### config.mk
export PLATFORM = sky130hd
export DESIGN_NAME = match_alarm_ctrl
export DESIGN_NICKNAME = d
export VERILOG_FILES = /design/src/rtl/match_alarm_pkg.sv /design/src/rtl/match_alarm_ctrl_load_down_counter.sv /design/src/rtl/match_alarm_ctrl.sv
export SDC_FILE = /design/constraint.sdc
export NUM_CORES = 1
export LEC_CHECK = 0
export CORE_MARGIN = 2
export CORE_UTILIZATION = 35
export DETAILED_ROUTE_END_ITERATION = 12
export SETUP_SLACK_MARGIN = 0.15
export SLEW_MARGIN = 10
export SYNTH_ARGS = -nofsm -noshare
export SYNTH_HDL_FRONTEND = slang
export SYNTH_SLANG_ARGS = --single-unit
### constraint.sdc
create_clock -name clk -period 5.6 [get_ports clk]
set_input_delay 1.12 -clock clk [delete_from_list [all_inputs] [get_ports clk]]
set_output_delay 1.12 -clock clk [all_outputs]
set_load 0.03 [all_outputs]
### src/rtl/match_alarm_pkg.sv
// Shared types and width helpers for the match alarm controller.
// The state enum is 2 bits wide; counter widths are derived from the timing parameters.
package match_alarm_pkg;

    typedef enum logic [1:0] {
        IDLE    = 2'd0,
        ARMED   = 2'd1,
        ALARM   = 2'd2,
        LOCKOUT = 2'd3
    } alarm_state_e;

    // A counter must hold n-1; never allow a zero-width vector.
    function automatic int cnt_width(input int n);
        return (n > 1) ? $clog2(n) : 1;
    endfunction

    localparam int DEF_THRESHOLD   = 3;
    localparam int DEF_WINDOW      = 64;
    localparam int DEF_LOCK_CYCLES = 16;
    localparam int DEF_WIN_W       = cnt_width(DEF_WINDOW);
    localparam int DEF_LOCK_W      = cnt_width(DEF_LOCK_CYCLES);

endpackage

### src/rtl/match_alarm_ctrl_load_down_counter.sv
// Loadable down-counter that stops at zero; used for the event window and the lockout timer.
module load_down_counter #(
    parameter int WIDTH = 8
) (
    input  logic             clk,
    input  logic             rst,
    input  logic             load,
    input  logic [WIDTH-1:0] load_val,
    input  logic             en,
    output logic             zero
);

    logic [WIDTH-1:0] count;

    always_ff @(posedge clk or posedge rst) begin
        if (rst) begin
            count <= '0;
        end else if (load) begin
            count <= load_val;
        end else if (en && (count != '0)) begin
            count <= count - WIDTH'(1);
        end
    end

    assign zero = (count == '0);

endmodule

### src/rtl/match_alarm_ctrl.sv
// Turns detector match rising edges into events, raises an alarm when THRESHOLD events
// land inside a WINDOW-cycle window, then holds a timed lockout after acknowledge.
module match_alarm_ctrl
    import match_alarm_pkg::*;
#(
    parameter int THRESHOLD   = DEF_THRESHOLD,
    parameter int WINDOW      = DEF_WINDOW,
    parameter int LOCK_CYCLES = DEF_LOCK_CYCLES,
    parameter int CNT_W       = 8
) (
    input  logic             clk,
    input  logic             rst,
    input  logic             match_in,
    input  logic             ack,
    output logic             alarm,
    output logic             irq,
    output logic             lockout,
    output logic             busy,
    output logic [7:0]       hit_count,
    output logic [CNT_W-1:0] event_total
);

    localparam int WIN_W  = cnt_width(WINDOW);
    localparam int LOCK_W = cnt_width(LOCK_CYCLES);
    localparam logic [7:0]        THR_V    = 8'(THRESHOLD);
    localparam logic [7:0]        THR_M1   = 8'(THRESHOLD - 1);
    localparam logic [WIN_W-1:0]  WIN_LD   = WIN_W'(WINDOW - 1);
    localparam logic [LOCK_W-1:0] LOCK_LD  = LOCK_W'(LOCK_CYCLES - 1);

    alarm_state_e state;
    logic match_q;
    logic evt;
    logic at_thr;
    logic win_zero;
    logic lock_zero;
    logic win_load;
    logic lock_load;

    assign evt    = match_in & ~match_q;
    assign at_thr = evt && (hit_count == THR_M1);

    // A below-threshold event on the last window cycle opens a fresh window.
    assign win_load  = ((state == IDLE) && evt) ||
                       ((state == ARMED) && evt && !at_thr && win_zero);
    assign lock_load = (state == ALARM) && ack;

    load_down_counter #(.WIDTH(WIN_W)) u_win_cnt (
        .clk      (clk),
        .rst      (rst),
        .load     (win_load),
        .load_val (WIN_LD),
        .en       (state == ARMED),
        .zero     (win_zero)
    );

    load_down_counter #(.WIDTH(LOCK_W)) u_lock_cnt (
        .clk      (clk),
        .rst      (rst),
        .load     (lock_load),
        .load_val (LOCK_LD),
        .en       (state == LOCKOUT),
        .zero     (lock_zero)
    );

    always_ff @(posedge clk or posedge rst) begin
        if (rst) begin
            state       <= IDLE;
            match_q     <= 1'b0;
            alarm       <= 1'b0;
            irq         <= 1'b0;
            lockout     <= 1'b0;
            busy        <= 1'b0;
            hit_count   <= '0;
            event_total <= '0;
        end else begin
            match_q <= match_in;
            irq     <= 1'b0;
            if (evt && (event_total != '1)) begin
                event_total <= event_total + CNT_W'(1);
            end
            case (state)
                IDLE: begin
                    if (evt) begin
                        state     <= ARMED;
                        hit_count <= 8'd1;
                        busy      <= 1'b1;
                    end
                end
                ARMED: begin
                    if (at_thr) begin
                        state     <= ALARM;
                        hit_count <= THR_V;
                        alarm     <= 1'b1;
                        irq       <= 1'b1;
                    end else if (evt) begin
                        hit_count <= win_zero ? 8'd1 : hit_count + 8'd1;
                    end else if (win_zero) begin
                        state     <= IDLE;
                        hit_count <= '0;
                        busy      <= 1'b0;
                    end
                end
                ALARM: begin
                    if (ack) begin
                        state     <= LOCKOUT;
                        hit_count <= '0;
                        alarm     <= 1'b0;
                        lockout   <= 1'b1;
                    end
                end
                LOCKOUT: begin
                    if (lock_zero) begin
                        state   <= IDLE;
                        lockout <= 1'b0;
                        busy    <= 1'b0;
                    end
                end
                default: begin
                    state <= IDLE;
                end
            endcase
        end
    end

endmodule
## Yosys cells after proc, flatten, opt, wreduce, memory -nomap -nowiden

Cells that the tools add are included.

- Bits of input ports: 4
- Output and inout bits: 20
- Bits in registers: 33
- Logic and storage cells: 89

- Mux-type cells: 31
- Add/subtract/negate cells: 4
- Reductions and logical operators: 27
- Bitwise gates (word level): 2
- Equal/unequal tests: 15

Operator list:

| cell | count |
|---|---|
| $mux W8 | 6 |
| $pmux W8 S3 | 1 |
| $add A8 B1 Y8 const B | 2 |
| $ne A2 B2 Y1 const B | 7 |
| $mux W2 | 6 |
| $mux W6 | 2 |
| $mux W1 | 10 |
| $logic_and A1 B1 Y1 | 9 |
| $eq A8 B2 Y1 const B | 1 |
| $mux W4 | 2 |
| $ne A8 B8 Y1 const B | 1 |
| $pmux W2 S4 | 1 |
| $reduce_bool A2 Y1 | 4 |
| $logic_not A6 Y1 | 1 |
| $ne A3 B3 Y1 const B | 2 |
| $reduce_and A3 Y1 | 2 |
| $reduce_and A6 Y1 | 1 |
| $reduce_bool A3 Y1 | 2 |
| $reduce_bool A6 Y1 | 1 |
| $sub A6 B1 Y6 const B | 1 |
| $reduce_and A5 Y1 | 1 |
| $eq A2 B2 Y1 const B | 2 |
| $logic_not A4 Y1 | 1 |
| $ne A4 B4 Y1 const B | 1 |
| other kinds (11) | 12 |

## Depth between registers and ports, before layout

- Word-level depth: 8
- Depth in mapped cells: 8
- Mapped depth without buffers: 7

## Cells and area by module

From an unflattened synthesis, not the netlist that was laid out.

- Cell total of the unflattened synthesis: 218
- Area total of the unflattened synthesis: 2120.8 µm²

By module, submodules not included:

| module | sequential area each (µm²) | cells each | times used | area an instance (µm²) |
|---|---|---|---|---|
| match_alarm_ctrl | 575.6 | 141 | 1 | 1432.6 |
| load_down_counter at u_win_cnt | 150.1 | 49 | 1 | 426.7 |
| load_down_counter at u_lock_cnt | 100.1 | 28 | 1 | 261.5 |

## Worst setup path after synthesis

Ideal clock, no wire load.

- Path kind: input port to flip-flop
- From: input match_in
- To: register hit_count[7]
- Setup slack: 3.285 ns
- Data required time: 5.531 ns
- Arrival: 2.246 ns
- Path buffers: 0
- Cell stages on the path: 5
- Path through: nor2b_4 > and3_1 > nand4_1 > or4_1 > nand3_1

- Cells in the longest elaborated chain, start to end: 4

Ends and longest elaborated chain:

| item | line | text |
|---|---|---|
| start, declared | match_alarm_ctrl.sv:13 | `input logic match_in,` |
| $and A1 B1 Y1 * | match_alarm_ctrl.sv:39 | `assign evt = match_in & ~match_q;` |
| $mux W8 or $logic_and A1 B1 Y1 (tied branches) | match_alarm_ctrl.sv:95, match_alarm_ctrl.sv:40 |  |
| $mux W8 or $ne A4 B4 Y1 (tied branches) | n/a |  |
| $pmux W8 S3 or $reduce_and A4 Y1 (tied branches) | n/a |  |
| end signal, assigned | match_alarm_ctrl.sv:96 | `hit_count <= win_zero ? 8'd1 : hit_count + 8'd1;` |
| end, declared | match_alarm_ctrl.sv:19 | `output logic [7:0] hit_count,` |

Every way passes the cells marked *; elsewhere a longest branch is shown, timed or not.
A chain may end at the register's enable or synchronous reset.

## Final worst setup path

Same ends and word-level chain as after synthesis.

==> impl_metrics.env <==
export IMPL_power_leakage_nw=0.911
export IMPL_fillers=494
export IMPL_p_total_mw=0.886
export IMPL_synth_area_um2=1810
export IMPL_ff2ff_setup_slack_ns=3.43
export IMPL_clock_fmax_mhz=362
export IMPL_drtPass1Iterations=4
export IMPL_routabilityCongestion=0.798
export IMPL_area_growth_pct=21.7
export IMPL_row_count=26
export IMPL_synthCells=183
export IMPL_grt_pass1_vias=1304
export IMPL_placedInstanceArea_um2=2120
export IMPL_numClockSinks=33
export IMPL_min_period_ns=2.76
export IMPL_peakVddDrop_mv=0.239
export IMPL_drc_errors=0
export IMPL_cap_violations=0
export IMPL_min_from="event_total[7]"
export IMPL_die_area_um2=5760
export IMPL_grt_overflow=0
export IMPL_final_util_pct=43.6
export IMPL_die_height_um=75.9
export IMPL_finalWirelength_um=3390
export IMPL_max_slew_margin_pct=52.3
export IMPL_setup_viol=0
export IMPL_outcome="finished clean"
export IMPL_finalCritPeriodShare_pct=49.4
export IMPL_netlist_top_cells_area="dfrtp_1 46%, ha_1 8.3%, nand2_1 5.6%"
export IMPL_final_area_um2=2200
export IMPL_syn_nets=199
export IMPL_cts_resized=0
export IMPL_cpPeakStageDelay_ns=0.56
export IMPL_htree_levels=2
export IMPL_numCtsBuffers=5
export IMPL_synth_top_cell_by_area="dfrtp_1"
export IMPL_ctsHoldBuffers=0
export IMPL_diodes=0
export IMPL_yosys_warnings=0
export IMPL_grt_pass1_wl_um=5800
export IMPL_min_delay_path_depth=1
export IMPL_whs_ns=0.500
export IMPL_ant_nets=0
export IMPL_synth_flop_cell="dfrtp_1"
export IMPL_drive_gt1_share_pct=8.92
export IMPL_yosys_register_bits=33
export IMPL_track_usage_pct=13.4
export IMPL_core_area_um2=5040
export IMPL_synth_edf_count=0
export IMPL_min_to="event_total[7]"
export IMPL_clk_path_buf_depth=2
export IMPL_grt_max_degree=34
export IMPL_ys_seq_area_share_pct=45.7
export IMPL_finalHoldViolCount=0
export IMPL_vias_per_cell=4.84
export IMPL_root_buffer="clkbuf_8"
export IMPL_avgSynthCellArea_um2=9.88
export IMPL_arrival_ns=2.98
export IMPL_antenna_found_initial=0
export IMPL_cts_tree="built"
export IMPL_cp_cell_sequence="clkdlybuf4s50_1 > nor2b_4 > and3_1 > nand4_1 > or4_1 > nand3_1"
export IMPL_path_max_fanout=6
export IMPL_rsz0062_at_grt="no"
export IMPL_path_clk_slew_ns=0.06
export IMPL_cp_end_kind="register"
export IMPL_worst_ep_required_time_ns=5.81
export IMPL_synth_cell_types=41
export IMPL_synth_async_reset_ratio_pct=100
export IMPL_crit_buf_inv=1
export IMPL_worst_pin_slew_ns=0.713
export IMPL_clock_latency_ns=0.28
export IMPL_final_max_slew_viol_count=0
export IMPL_synth_top_area_share_pct=45.7
export IMPL_reg2regPathDepth=6
export IMPL_hold_class="reg -> reg"
export IMPL_fin_skew_ns=0.00763
export IMPL_io_buffers=23
export IMPL_slowest_stage="or4_1"
export IMPL_p_per_area_nw_per_um2=403
export IMPL_drt_iter0_drc=49
export IMPL_route_vias_total=1370
export IMPL_regToRegEndpoint="hit_count[7]"
export IMPL_nets=228
export IMPL_start_util_pct=35.9
export IMPL_hpwlAfterDp_um=2450
export IMPL_criticalPathCategory="in -> reg"
export IMPL_die_w_um=75.9
export IMPL_critPathTopFamily="simple AND/OR/NAND/NOR gates"
export IMPL_io_pins=24
export IMPL_wl_per_cell_um=12.0
export IMPL_startpoint_type="input pin"
export IMPL_tns_ns=0
export IMPL_cts_setup_buffers=0
==> where the power goes <==
part | internal, mW | switching [mW] | total (mW)
Sequential | 0.297 | 0.0645 | 0.362
Clock | 0.0859 | 0.0795 | 0.165
Combinational | 0.156 | 0.203 | 0.359
Total | 0.539 | 0.347 | 0.886
==> kinds of logic after synthesis <==
logic type / Yosys count / share of synthesized area (%)
XOR/XNOR: 13 / 6.30
buffers and inverters: 14 / 3.32
AND/OR/NAND/NOR: 80 / 23.3
adder cells (fa/ha/maj): 12 / 8.30
flip-flops: 33 / 45.7
multiplexers: 5 / 2.98
AO/OA/AOI/OAI: 26 / 10.2
==> worst max-delay path by stage <==
stage	from	to	slack (ns)	cells past startpoint
2_1_floorplan	match_in	hit_count[7]	3.28	5
3_3_place_gp	match_in	hit_count[7]	2.60	6
3_5_place_dp	match_in	hit_count[7]	2.57	6
4_1_cts	match_in	hit_count[7]	2.86	6
5_1_grt	match_in	hit_count[7]	2.70	6
6_report	match_in	hit_count[7]	2.84	6
==> final cells by class <==
class,instances,area (um2),area share (%)
flip-flops and latches,33,826,37.5
multi-input cells,136,922,41.9
repair buffers,24,238,10.8
clock buffers,6,72.6,3.30
inverters,12,45.0,2.05
clock inverters,2,10.0,0.455
well taps,70,87.6,3.98
==> synthesized netlist by cell type (4+ instances only) <==
master	n
dfrtp_1	33
nand2_1	27
ha_1	12
inv_1	12
nand3_1	12
xnor2_1	11
nor2_1	8
nand4_1	6
o21ai_0	6
a21oi_1	4
==> through the flow <==
| stage | worst slack (ns) | instances |
|---|---|---|
| after detailed placement | 2.57 | 275 |
| after global placement | 2.60 | 275 |
| after global routing | 2.70 | 283 |
| after floorplan | 3.28 | 183 |
| final | 2.84 | 283 |
| after CTS | 2.86 | 283 |
==> flip-flops by register name (all words and copies together), names as in the netlist, named ones only <==
signal / flops
alarm: 1
busy: 1
event_total: 8
hit_count: 8
irq: 1
lockout: 1
match_q: 1
state: 1
u_lock_cnt.count: 4
u_win_cnt.count: 6
==> cells in the final DEF, fill, tap and decap left out, types with 2 or more instances in the layout <==
cell type / n
o211ai_1: 3
nand4_1: 6
clkinv_2: 2
and3_1: 3
nand3_1: 12
o311ai_1: 2
nor3b_1: 2
a21oi_1: 4
xor2_1: 2
nor2b_1: 2
dfrtp_1: 33
or3_1: 2
nand2_1: 27
ha_1: 12
nor4_1: 3
mux2i_1: 2
or2_2: 2
nand2b_1: 3
mux2_2: 2
clkbuf_8: 5
o21ai_0: 6
clkdlybuf4s50_1: 23
nor2_1: 8
a22o_1: 2
inv_1: 12
a31oi_1: 3
xnor2_1: 11
nor3_1: 3
==> metal layers <==
| layer | vias up | wire length [um] | track usage (%) |
|---|---|---|---|
| li1 | 703 | - | - |
| met1 | 634 | 1690 | 17.4 |
| met2 | 31 | 1530 | 21.2 |
| met3 | 2 | 141 | 3.84 |
| met4 | 0 | 21 | 4.87 |
| met5 | - | 0 | 0 |
Power figures use the tool's default switching activity.
